<file path="src/rtl/timer_prog.sv">
// timer_prog: programmable timer with prescaler, periodic / one-shot modes.
// A load latches period N, prescale P and mode, then restarts the timer. A run
// expires after (N+1)*(P+1) enabled cycles and produces a one-cycle salida pulse.
// Control interface: load and stop are single-cycle strobes sampled on the
// rising clock edge. There is no backpressure. load beats stop, and stop beats
// counting. All outputs come straight from registers.
module timer_prog #(
  parameter int WIDTH   = 16,
  parameter int PRESC_W = 8
) (
  input  logic               clock,
  input  logic               reset,
  input  logic               load,
  input  logic               stop,
  input  logic               enable,
  input  logic               mode,
  input  logic [WIDTH-1:0]   period,
  input  logic [PRESC_W-1:0] prescale,
  output logic               salida,
  output logic [WIDTH-1:0]   count,
  output logic               running,
  output logic               done,
  output logic [1:0]         state_dbg
);

  typedef enum logic [1:0] {
    IDLE = 2'd0,
    RUN  = 2'd1,
    DONE = 2'd2
  } state_t;

  state_t               state_q, state_d;
  logic [WIDTH-1:0]     count_q, count_d;
  logic [PRESC_W-1:0]   presc_q, presc_d;
  logic                 salida_q, salida_d;
  logic [WIDTH-1:0]     per_q, per_d;
  logic [PRESC_W-1:0]   pre_q, pre_d;
  logic                 mode_q, mode_d;

  // State, counters and latched configuration; async active-low clear.
  always_ff @(posedge clock or negedge reset) begin
    if (!reset) begin
      state_q  <= IDLE;
      count_q  <= '0;
      presc_q  <= '0;
      salida_q <= 1'b0;
      per_q    <= '0;
      pre_q    <= '0;
      mode_q   <= 1'b0;
    end else begin
      state_q  <= state_d;
      count_q  <= count_d;
      presc_q  <= presc_d;
      salida_q <= salida_d;
      per_q    <= per_d;
      pre_q    <= pre_d;
      mode_q   <= mode_d;
    end
  end

  // Next-state logic. salida defaults to 0, so only an expiry tick raises it.
  always_comb begin
    state_d  = state_q;
    count_d  = count_q;
    presc_d  = presc_q;
    salida_d = 1'b0;
    per_d    = per_q;
    pre_d    = pre_q;
    mode_d   = mode_q;
    if (load) begin
      per_d   = period;
      pre_d   = prescale;
      mode_d  = mode;
      count_d = '0;
      presc_d = '0;
      state_d = RUN;
    end else if (stop) begin
      count_d = '0;
      presc_d = '0;
      state_d = IDLE;
    end else begin
      case (state_q)
        RUN: begin
          // With enable low, everything holds. A pending expiry simply waits.
          if (enable) begin
            if (presc_q == pre_q) begin
              presc_d = '0;
              if (count_q == per_q) begin
                count_d  = '0;
                salida_d = 1'b1;
                if (mode_q) state_d = DONE;
              end else begin
                count_d = count_q + WIDTH'(1);
              end
            end else begin
              presc_d = presc_q + PRESC_W'(1);
            end
          end
        end
        IDLE, DONE: begin
          count_d = '0;
          presc_d = '0;
        end
        default: begin
          count_d = '0;
          presc_d = '0;
          state_d = IDLE;
        end
      endcase
    end
  end

  assign salida    = salida_q;
  assign count     = count_q;
  assign running   = (state_q == RUN);
  assign done      = (state_q == DONE);
  assign state_dbg = state_q;

endmodule

</file>
<file path="config.mk">
export PLATFORM = sky130hd
export DESIGN_NAME = timer_prog
export DESIGN_NICKNAME = d
export VERILOG_FILES = /design/src/rtl/timer_prog.sv
export SDC_FILE = /design/constraint.sdc
export NUM_CORES = 1
export LEC_CHECK = 0
export ABC_AREA = 1
export ABC_CLOCK_PERIOD_IN_PS = 2000
export CELL_PAD_IN_SITES_DETAIL_PLACEMENT = 1
export CELL_PAD_IN_SITES_GLOBAL_PLACEMENT = 1
export CORE_AREA = 4 4 93 95
export CTS_BUF_LIST = sky130_fd_sc_hd__clkbuf_16
export CTS_CLUSTER_DIAMETER = 150
export DETAILED_ROUTE_END_ITERATION = 12
export DIE_AREA = 0 0 97 99
export MAX_ROUTING_LAYER = met4
export PLACE_DENSITY_LB_ADDON = 0.1
export SYNTH_ARGS = -nofsm -noshare
export SYNTH_HDL_FRONTEND = slang
export SYNTH_SLANG_ARGS = --single-unit
</file>
<file path="constraint.sdc">
create_clock -name clock -period 2 [get_ports clock]
set_input_delay 0.6 -clock clock [delete_from_list [all_inputs] [get_ports clock]]
set_output_delay 0.6 -clock clock [all_outputs]
set_load 0.1 [all_outputs]
</file>
==> results of run 1 <==
-- cells by family (layout without fill, tap and decap cells) --
| family | Yosys count | count (layout) | share of synthesized area, % |
|---|---|---|---|
| AO/OA/AOI/OAI | 44 | 44 | 8.08 |
| XOR/XNOR | 7 | 7 | 2.12 |
| adder cells (fa/ha/maj) | 2 | 2 | 0.864 |
| buffers and inverters | 66 | 123 | 9.50 |
| flip-flops | 52 | 52 | 44.9 |
| AND/OR/NAND/NOR | 231 | 231 | 34.5 |
-- state kept, by name, indices dropped and copies added (netlist names) --
| register | count |
|---|---|
| salida | 1 |
| mode_q | 1 |
| presc_q | 8 |
| per_q | 16 |
| state_dbg | 2 |
| count | 16 |
| pre_q | 8 |
-- cell type report --
type | count | area, sq um
Timing Repair Buffer | 59 | 781
Multi-Input combinational cell | 284 | 1340
Clock buffer | 5 | 125
Sequential cell | 52 | 1320
Fill cell | 945 | 3800
Tap cell | 102 | 128
Inverter | 56 | 213
Clock inverter | 3 | 22.5
-- worst max-delay path: stages, from the launching register on --
cell and delay [ns]:
dfrtp_4 0.47, inv_2 0.06, nor2_4 0.18, buf_12 0.20
-- routing by layer --
layer	GRT usage (%)	up-vias
li1	-	1356
met1	21.2	1327
met2	31.1	34
met3	2.90	12
met4	4.10	0
met5	-	-
-- how the worst min path moves through the flow --
stage	depth (start not counted)	slack, ns	endpoint
floorplan	0	0.30	count[0]
global placement	2	0.47	mode_q
detailed placement	2	0.48	mode_q
CTS	2	0.31	per_q[5]
global route	2	0.31	per_q[6]
finish	2	0.29	per_q[6]
-- report_power, final --
group          internal (mW)  switching [mW]  leakage (nW)
Sequential              1.11          0.0445         0.656
Combinational          0.183           0.287          1.01
Clock                  0.469           0.405        0.0742
-- synth_stat cells, types with 3 or more instances --
cell,instances
nand2_1,143
dfrtp_1,52
inv_1,47
nor2_1,36
o21ai_0,24
nand3_1,16
a21oi_1,12
inv_2,9
nor3_1,9
nand2_2,6
nand4_1,6
nor2_2,5
xnor2_1,5
clkbuf_1,4
buf_4,3
nor2_4,3
==> results.py, run 1 <==
metrics = {
    "setup_path": {
        "worstPathRequired_ns": 1.40,
        "critPathArrivalTime_ns": 1.19,
        "crit_end": "running",
        "ff2ff_path_depth": 10,
        "crit_fanout": 5,
        "crit_path_end_kind": "output pin",
        "start_kind": "flip-flop",
        "critPathLaunch": "state_dbg[0]",
        "path_class": "reg -> out",
        "r2r_end": "count[11]",
        "r2r_slack_ns": 0.24,
        "worstReg2RegStart": "count[9]",
    },
    "placed_design": {
        "dp_slack_ns": -0.0155,
        "dp_hpwl_mm": 6.06,
        "portBuffers": 50,
        "gp_congestion": 0.793,
        "dp_cells": 553,
        "place_area_sq_um": 3780,
    },
    "synthesis": {
        "yosys_warnings": 0,
        "synth.largest_area_cell": "dfrtp_1",
        "postSynth.asyncResetShare_pct": 100,
        "synth_area_sq_um": 2900,
        "synth_top_area_share_pct": 44.9,
        "avgSynthCellArea_sq_um": 7.21,
        "synth_enable_flop_cells": 0,
        "synth-seq-cells": 52,
        "syn_nets": 434,
        "ys_top_cells_by_area": "dfrtp_1, nand2_1, inv_1",
        "syn_inst": 402,
        "ys_types": 31,
        "synth_seq_area_share_pct": 44.9,
        "synth-main-ff-cell": "dfrtp_1",
    },
    "timing": {
        "setup_viol": 0,
        "layout_worst_path_cycle_share_pct": 89.6,
        "fmax_mhz": 558,
        "period_needed_ns": 1.79,
        "setup_slack_ns": 0.208,
        "tightestPinTransition_ns": 0.360,
        "rsz0062_at_grt": "no",
        "timing.hold.ws_ns": 0.294,
        "final_max_slew_viol_count": 0,
        "fin_worst_skew_ns": 0.00313,
        "finalHoldViolCount": 0,
        "final.setup.tns_ns": 0,
        "slew_headroom_pct": 76.0,
    },
    "die": {
        "initial_core_util_pct": 37.5,
        "die_area_sq_um": 9600,
        "row_count": 32,
        "core_area_sq_um": 7730,
        "dieHeight_um": 99,
        "io_pins": 51,
        "die_w_um": 97,
    },
    "global_route": {
        "grt_pass1_wl_mm": 13.7,
        "grt_usage_pct": 17.6,
        "grt-ovfl-total": 0,
        "grt_max_degree": 53,
        "antenna_found_initial": 0,
        "grt_pass1_vias": 2906,
    },
    "power": {
        "pwr_density_cell_nw_per_um2": 636,
        "p_total_mw": 2.50,
        "leakagePower_nw": 1.74,
        "vdd_drop_max_v": 0.000318,
    },
    "clock_network": {
        "cts_buffers": 5,
        "clk_pin_slew_worst_paths_ns": 0.07,
        "cts_hold_buf": 0,
        "cts_max_path_buffers": 2,
        "ctsHtreeMaxLevel": 2,
        "clockRootBuffer": "clkbuf_16",
        "ctsResizeCount": 0,
        "clk_latency_ns": 0.29,
        "postCtsSetupRepairBufs": 0,
        "cts.sinks": 52,
        "cts_tree": "done",
    },
    "layout": {
        "stdcell_count": 561,
        "synthToLayoutAreaGrowth_pct": 35.6,
        "num_antenna_cells": 0,
        "fin_nets": 490,
        "drive_above_1_share_pct": 18.5,
        "most-common-layout-cells": "nand2_1, inv_1, dfrtp_1",
        "final_area_sq_um": 3930,
        "post-route-util_pct": 50.8,
        "final_common_cell": "nand2_1",
    },
    "drt": {
        "routed_wl_mm": 7.84,
        "top_layer": "met4",
        "dr_wl_met2_mm": 4.00,
        "vias": 2729,
        "ant_nets": 0,
        "drt-met1-wl_mm": 3.51,
        "drc_errors": 0,
        "drtPass1Iterations": 4,
        "drtIter0Drc": 33,
        "wl_met3_um": 213,
        "viasPerCell": 4.86,
        "wl_per_cell_um": 14.0,
    },
    "run": {
        "drv_cap": 0,
    },
    "min_path": {
        "hold_path_class": "in -> async",
    },
    "outcome": {
        "status": "finished clean",
    },
}
Note: power is estimated with default switching activity, not from simulation.
==> run 2: changes to the inputs <==
- ABC_CLOCK_PERIOD_IN_PS: 2000 -> 1800
- CORE_AREA: 4 4 93 95 -> 4 4 86 88
- CTS_CLUSTER_SIZE: unset -> 12
- DIE_AREA: 0 0 97 99 -> 0 0 90 92
- DONT_BUFFER_PORTS: unset -> 1
- clock period: 2 -> 1.8 ns (I/O delays scaled with it)
==> run 2 against run 1 <==
Net effect:
- clock skew grew 0.0020 ns
- clock power up 26%
- final cell count decreased by 9.3%
- setup slack worse by 0.13 ns
- highest routed layer unchanged
- total power up 12%
- critical path type unchanged
- clock-buffer cell count did not move
==> results.py, run 2 (synthesis results as in run 1) <==
metrics = {
    "clock_network": {
        "cts.sinks": 52,
        "postCtsSetupRepairBufs": 0,
        "clk_pin_slew_worst_paths_ns": 0.07,
        "cts_buffers": 5,
        "cts_tree": "done",
        "ctsHtreeMaxLevel": 2,
        "clockRootBuffer": "clkbuf_16",
        "cts_max_path_buffers": 2,
        "clk_latency_ns": 0.29,
    },
    "timing": {
        "period_needed_ns": 1.72,
        "fin_worst_skew_ns": 0.00516,
        "finalHoldViolCount": 0,
        "tightestPinTransition_ns": 0.410,
        "fmax_mhz": 582,
        "rsz0062_at_grt": "yes",
        "slew_headroom_pct": 72.3,
        "final.setup.tns_ns": 0,
        "setup_viol": 0,
        "layout_worst_path_cycle_share_pct": 95.5,
        "final_max_slew_viol_count": 0,
    },
    "drt": {
        "ant_nets": 0,
        "wl_per_cell_um": 15.1,
        "drc_errors": 0,
        "drtIter0Drc": 90,
        "vias": 2635,
        "routed_wl_mm": 7.66,
        "viasPerCell": 5.18,
        "drtPass1Iterations": 4,
    },
    "die": {
        "initial_core_util_pct": 43.6,
        "core_area_sq_um": 6640,
        "row_count": 30,
        "die_area_sq_um": 8280,
        "dieHeight_um": 92,
        "io_pins": 51,
        "die_w_um": 90,
    },
    "placed_design": {
        "gp_congestion": 0.922,
        "place_area_sq_um": 3250,
        "dp_hpwl_mm": 5.72,
        "dp_cells": 500,
        "portBuffers": 0,
    },
    "run": {
        "drv_cap": 0,
    },
    "layout": {
        "post-route-util_pct": 52.3,
        "fillers": 856,
        "most-common-layout-cells": "nand2_1, inv_1, dfrtp_1",
        "synthToLayoutAreaGrowth_pct": 19.9,
        "final_common_cell": "nand2_1",
        "drive_above_1_share_pct": 23.3,
        "fin_nets": 460,
        "final_area_sq_um": 3470,
        "stdcell_count": 509,
        "num_antenna_cells": 0,
    },
    "setup_path": {
        "critPathArrivalTime_ns": 1.18,
        "path_class": "reg -> out",
        "crit_path_end_kind": "output pin",
        "crit_fanout": 3,
        "worstPathRequired_ns": 1.26,
        "start_kind": "flip-flop",
    },
    "global_route": {
        "antenna_found_initial": 0,
        "grt_pass1_vias": 2747,
        "grt_usage_pct": 20.4,
        "grt_max_degree": 53,
        "grt-ovfl-total": 0,
        "grt_pass1_wl_mm": 13.4,
    },
    "power": {
        "p_switching_mw": 0.784,
        "p_seq_share_pct": 45.5,
        "pwr-share-comb_pct": 15.1,
        "p_sw_share_pct": 28.1,
        "pwr_density_cell_nw_per_um2": 804,
        "p_clk_share_pct": 39.3,
        "power.internal_mw": 2.01,
        "leakagePower_nw": 1.59,
        "vdd_drop_max_v": 0.000482,
    },
    "min_path": {
        "hold_path_class": "in -> async",
    },
    "outcome": {
        "status": "finished clean",
    },
}
## run 2: cell count changes in the layout (fill, tap and decap cells not counted), sizes merged
cell           change
inv                -1
buf                -3
clkinv             -1
bufinv             +1
clkdlybuf4s50     -27
clkinvlp           +1
## run 2: worst paths after layout
path / start / endpoint / slack [ns] / depth (start not counted)
hold reg to reg: pre_q[2] / pre_q[2] / 0.50 / 2
min in group clock: load / per_q[4] / 0.35 / 1
setup reg to reg: presc_q[2] / count[12] / 0.12 / 8
hold / removal: reset / per_q[2] / 0.10 / 1
max in group asynchronous: reset / count[12] / 1.44 / 1
setup / recovery: state_dbg[0] / running / 0.08 / 3
## run 2: power groups by stage
| stage | Sequential (mW) | Clock [mW] | Combinational (mW) |
|---|---|---|---|
| final | 1.27 | 1.10 | 0.422 |
| after CTS | 1.27 | 1.12 | 0.391 |
| after detailed placement | 1.30 | 0 | 0.389 |
| after floorplan | 1.34 | 0 | 0.273 |
| after global placement | 1.29 | 0 | 0.381 |
| after global routing | 1.28 | 1.18 | 0.475 |
## run 2: worst max-delay path: stages (launching register included)
cell	delay, ns
dfrtp_4	0.45
inv_2	0.05
nor2_4	0.14
buf_6	0.25
## run 2: layout make-up
class / instances / area, sq um / area share (%)
Timing Repair Buffer: 29 / 258 / 7.42
Clock inverter: 3 / 42.5 / 1.22
Multi-Input combinational cell: 284 / 1410 / 40.6
Inverter: 56 / 213 / 6.12
Tap cell: 80 / 100 / 2.88
Sequential cell: 52 / 1330 / 38.1
Clock buffer: 5 / 125 / 3.60
## run 2: per-stage QoR
stage / power [mW] / hold WS [ns] / worst slack [ns]
6_report: 2.79 / 0.104 / 0.0814
5_1_grt: 2.93 / 0.119 / -0.00856
4_1_cts: 2.78 / -0.0666 / 0.00546
3_5_place_dp: 1.69 / 0.246 / 0.0244
3_3_place_gp: 1.67 / 0.246 / 0.129
2_1_floorplan: 1.62 / 0.244 / -0.228
## run 2: per-layer routing
metal,vias up,track usage [%],part of all wire [%]
li1,1297,-,-
met1,1287,23.7,44
met2,40,36.5,51
met3,11,3.77,3.3
met4,0,4.72,1.5
met5,-,-,0
## run 2: repair_timing
action                     CTS  global route
setup endpoints to repair    0            16
resized for setup            0             8
hold endpoints to repair    52            52
==> run 3: changes to the inputs <==
- CORE_AREA: 4 4 86 88 -> 2 2 84 86
- DIE_AREA: 0 0 90 92 -> 0 0 86 88
==> run 3 against run 2 <==
Net effect:
- via count shrank 1.4%
- maximum frequency about the same
- sequential power about the same
- wire length decreased by 1.5%
- clock power about the same
- critical endpoint unchanged
==> results.py, run 3 (synthesis results as in run 1) <==
metrics = {
    "die": {
        "initial_core_util_pct": 43.6,
        "io_pins": 51,
        "core_area_sq_um": 6640,
        "row_count": 30,
        "dieHeight_um": 88,
        "die_area_sq_um": 7570,
        "die_w_um": 86,
    },
    "setup_path": {
        "worst_path_max_delay_cell": "dfrtp_4",
        "crit_end": "running",
        "critPathLaunch": "state_dbg[0]",
        "r2r_slack_ns": 0.15,
        "critPathArrivalTime_ns": 1.18,
        "critPathMaxStageDelay_ns": 0.44,
        "ff2ff_path_depth": 10,
        "crit_path_end_kind": "output pin",
        "start_kind": "flip-flop",
        "crit_fanout": 3,
        "r2r_end": "count[11]",
        "worstReg2RegStart": "count[0]",
        "path_class": "reg -> out",
        "path_cells": "inv_2, nor2_4, buf_6",
        "worstPathRequired_ns": 1.26,
    },
    "power": {
        "p_clk_share_pct": 39.5,
        "p_seq_share_pct": 45.4,
        "vdd_drop_max_v": 0.000422,
        "pwr-share-comb_pct": 15.2,
        "pwr_density_cell_nw_per_um2": 806,
        "power.internal_mw": 2.01,
        "p_sw_share_pct": 28.3,
        "leakagePower_nw": 1.60,
        "p_switching_mw": 0.793,
    },
    "layout": {
        "most-common-layout-cells": "nand2_1, inv_1, dfrtp_1",
        "final_common_cell": "nand2_1",
        "num_antenna_cells": 0,
        "final_area_sq_um": 3470,
        "drive_above_1_share_pct": 23.1,
        "fin_nets": 460,
        "synthToLayoutAreaGrowth_pct": 20.0,
    },
    "placed_design": {
        "portBuffers": 0,
        "dp_slack_ns": 0.0720,
        "gp_congestion": 0.890,
        "place_area_sq_um": 3250,
        "dp_hpwl_mm": 5.62,
    },
    "global_route": {
        "grt-ovfl-total": 0,
        "grt_pass1_vias": 2666,
        "grt_usage_pct": 22.3,
        "grt_max_degree": 53,
        "grt_pass1_wl_mm": 12.7,
        "antenna_found_initial": 0,
    },
    "drt": {
        "drtPass1Iterations": 4,
        "drtIter0Drc": 128,
        "viasPerCell": 5.11,
        "wl_per_cell_um": 14.8,
        "routed_wl_mm": 7.55,
        "ant_nets": 0,
        "vias": 2599,
        "drc_errors": 0,
    },
    "timing": {
        "period_needed_ns": 1.72,
        "setup_viol": 0,
        "final_max_slew_viol_count": 0,
        "slew_headroom_pct": 72.3,
        "fin_worst_skew_ns": 0.00502,
        "setup_slack_ns": 0.0802,
        "rsz0062_at_grt": "no",
        "fmax_mhz": 581,
        "finalHoldViolCount": 0,
        "layout_worst_path_cycle_share_pct": 95.5,
        "tightestPinTransition_ns": 0.410,
        "final.setup.tns_ns": 0,
    },
    "run": {
        "drv_cap": 0,
    },
    "clock_network": {
        "clockRootBuffer": "clkbuf_16",
        "cts_buffers": 5,
        "cts_max_path_buffers": 2,
        "cts.sinks": 52,
        "cts_tree": "done",
        "clk_latency_ns": 0.30,
        "clk_pin_slew_worst_paths_ns": 0.07,
        "ctsHtreeMaxLevel": 2,
        "postCtsSetupRepairBufs": 0,
    },
    "min_path": {
        "hold_path_class": "in -> async",
    },
    "outcome": {
        "status": "finished clean",
    },
}
-- run 3: final cells by class --
cell class,count,area (sq um)
Fill cell,836,3170
Clock inverter,3,42.5
Clock buffer,5,125
Sequential cell,52,1320
Timing Repair Buffer,29,254
Inverter,56,213
Multi-Input combinational cell,284,1420
Tap cell,80,100
-- run 3: repair_timing --
item,4_1_cts,5_1_grt
setup endpoints to repair,0,14
hold buffers,1,0
gates resized for setup,0,7
endpoints found under the hold margin,52,0
-- run 3: layer usage --
layer  up-vias  GRT usage (%)  part of all wire, %
met5         -              -                    0
met2        34           38.6                   52
met4         0           8.08                  1.9
met3        12           3.39                  3.4
met1      1255           26.3                   43
li1       1298              -                    -
-- run 3: per-stage QoR --
step	util, %	power, mW	hold WS (ns)	cells
2_1_floorplan	-	1.62	0.244	402
3_5_place_dp	48.9	1.69	0.246	500
4_1_cts	51.8	2.83	0.111	509
6_report	52.3	2.80	0.0761	509
5_1_grt	52.3	2.92	0.110	509
3_3_place_gp	48.9	1.67	0.246	500
-- run 3: worst max-delay path: cells and delay by family, from the launching register on --
family        cells  cell delay [ns]
flops             1             0.44
buf+inv           2             0.30
simple gates      1             0.14
-- run 3: how the worst min path moves through the flow --
| stage | start | end | depth (start not counted) |
|---|---|---|---|
| after floorplan | reset | count[0] | 0 |
| after global placement | reset | per_q[6] | 0 |
| after detailed placement | reset | per_q[6] | 0 |
| after CTS | reset | per_q[6] | 1 |
| after global routing | reset | per_q[6] | 1 |
| final | reset | per_q[6] | 1 |
-- run 3: power groups by stage --
stage / Combinational (mW) / Sequential [mW] / Clock (mW)
after global placement: 0.381 / 1.29 / 0
after global routing: 0.474 / 1.28 / 1.16
after floorplan: 0.273 / 1.34 / 0
after detailed placement: 0.391 / 1.30 / 0
after CTS: 0.425 / 1.27 / 1.13
final: 0.425 / 1.27 / 1.11
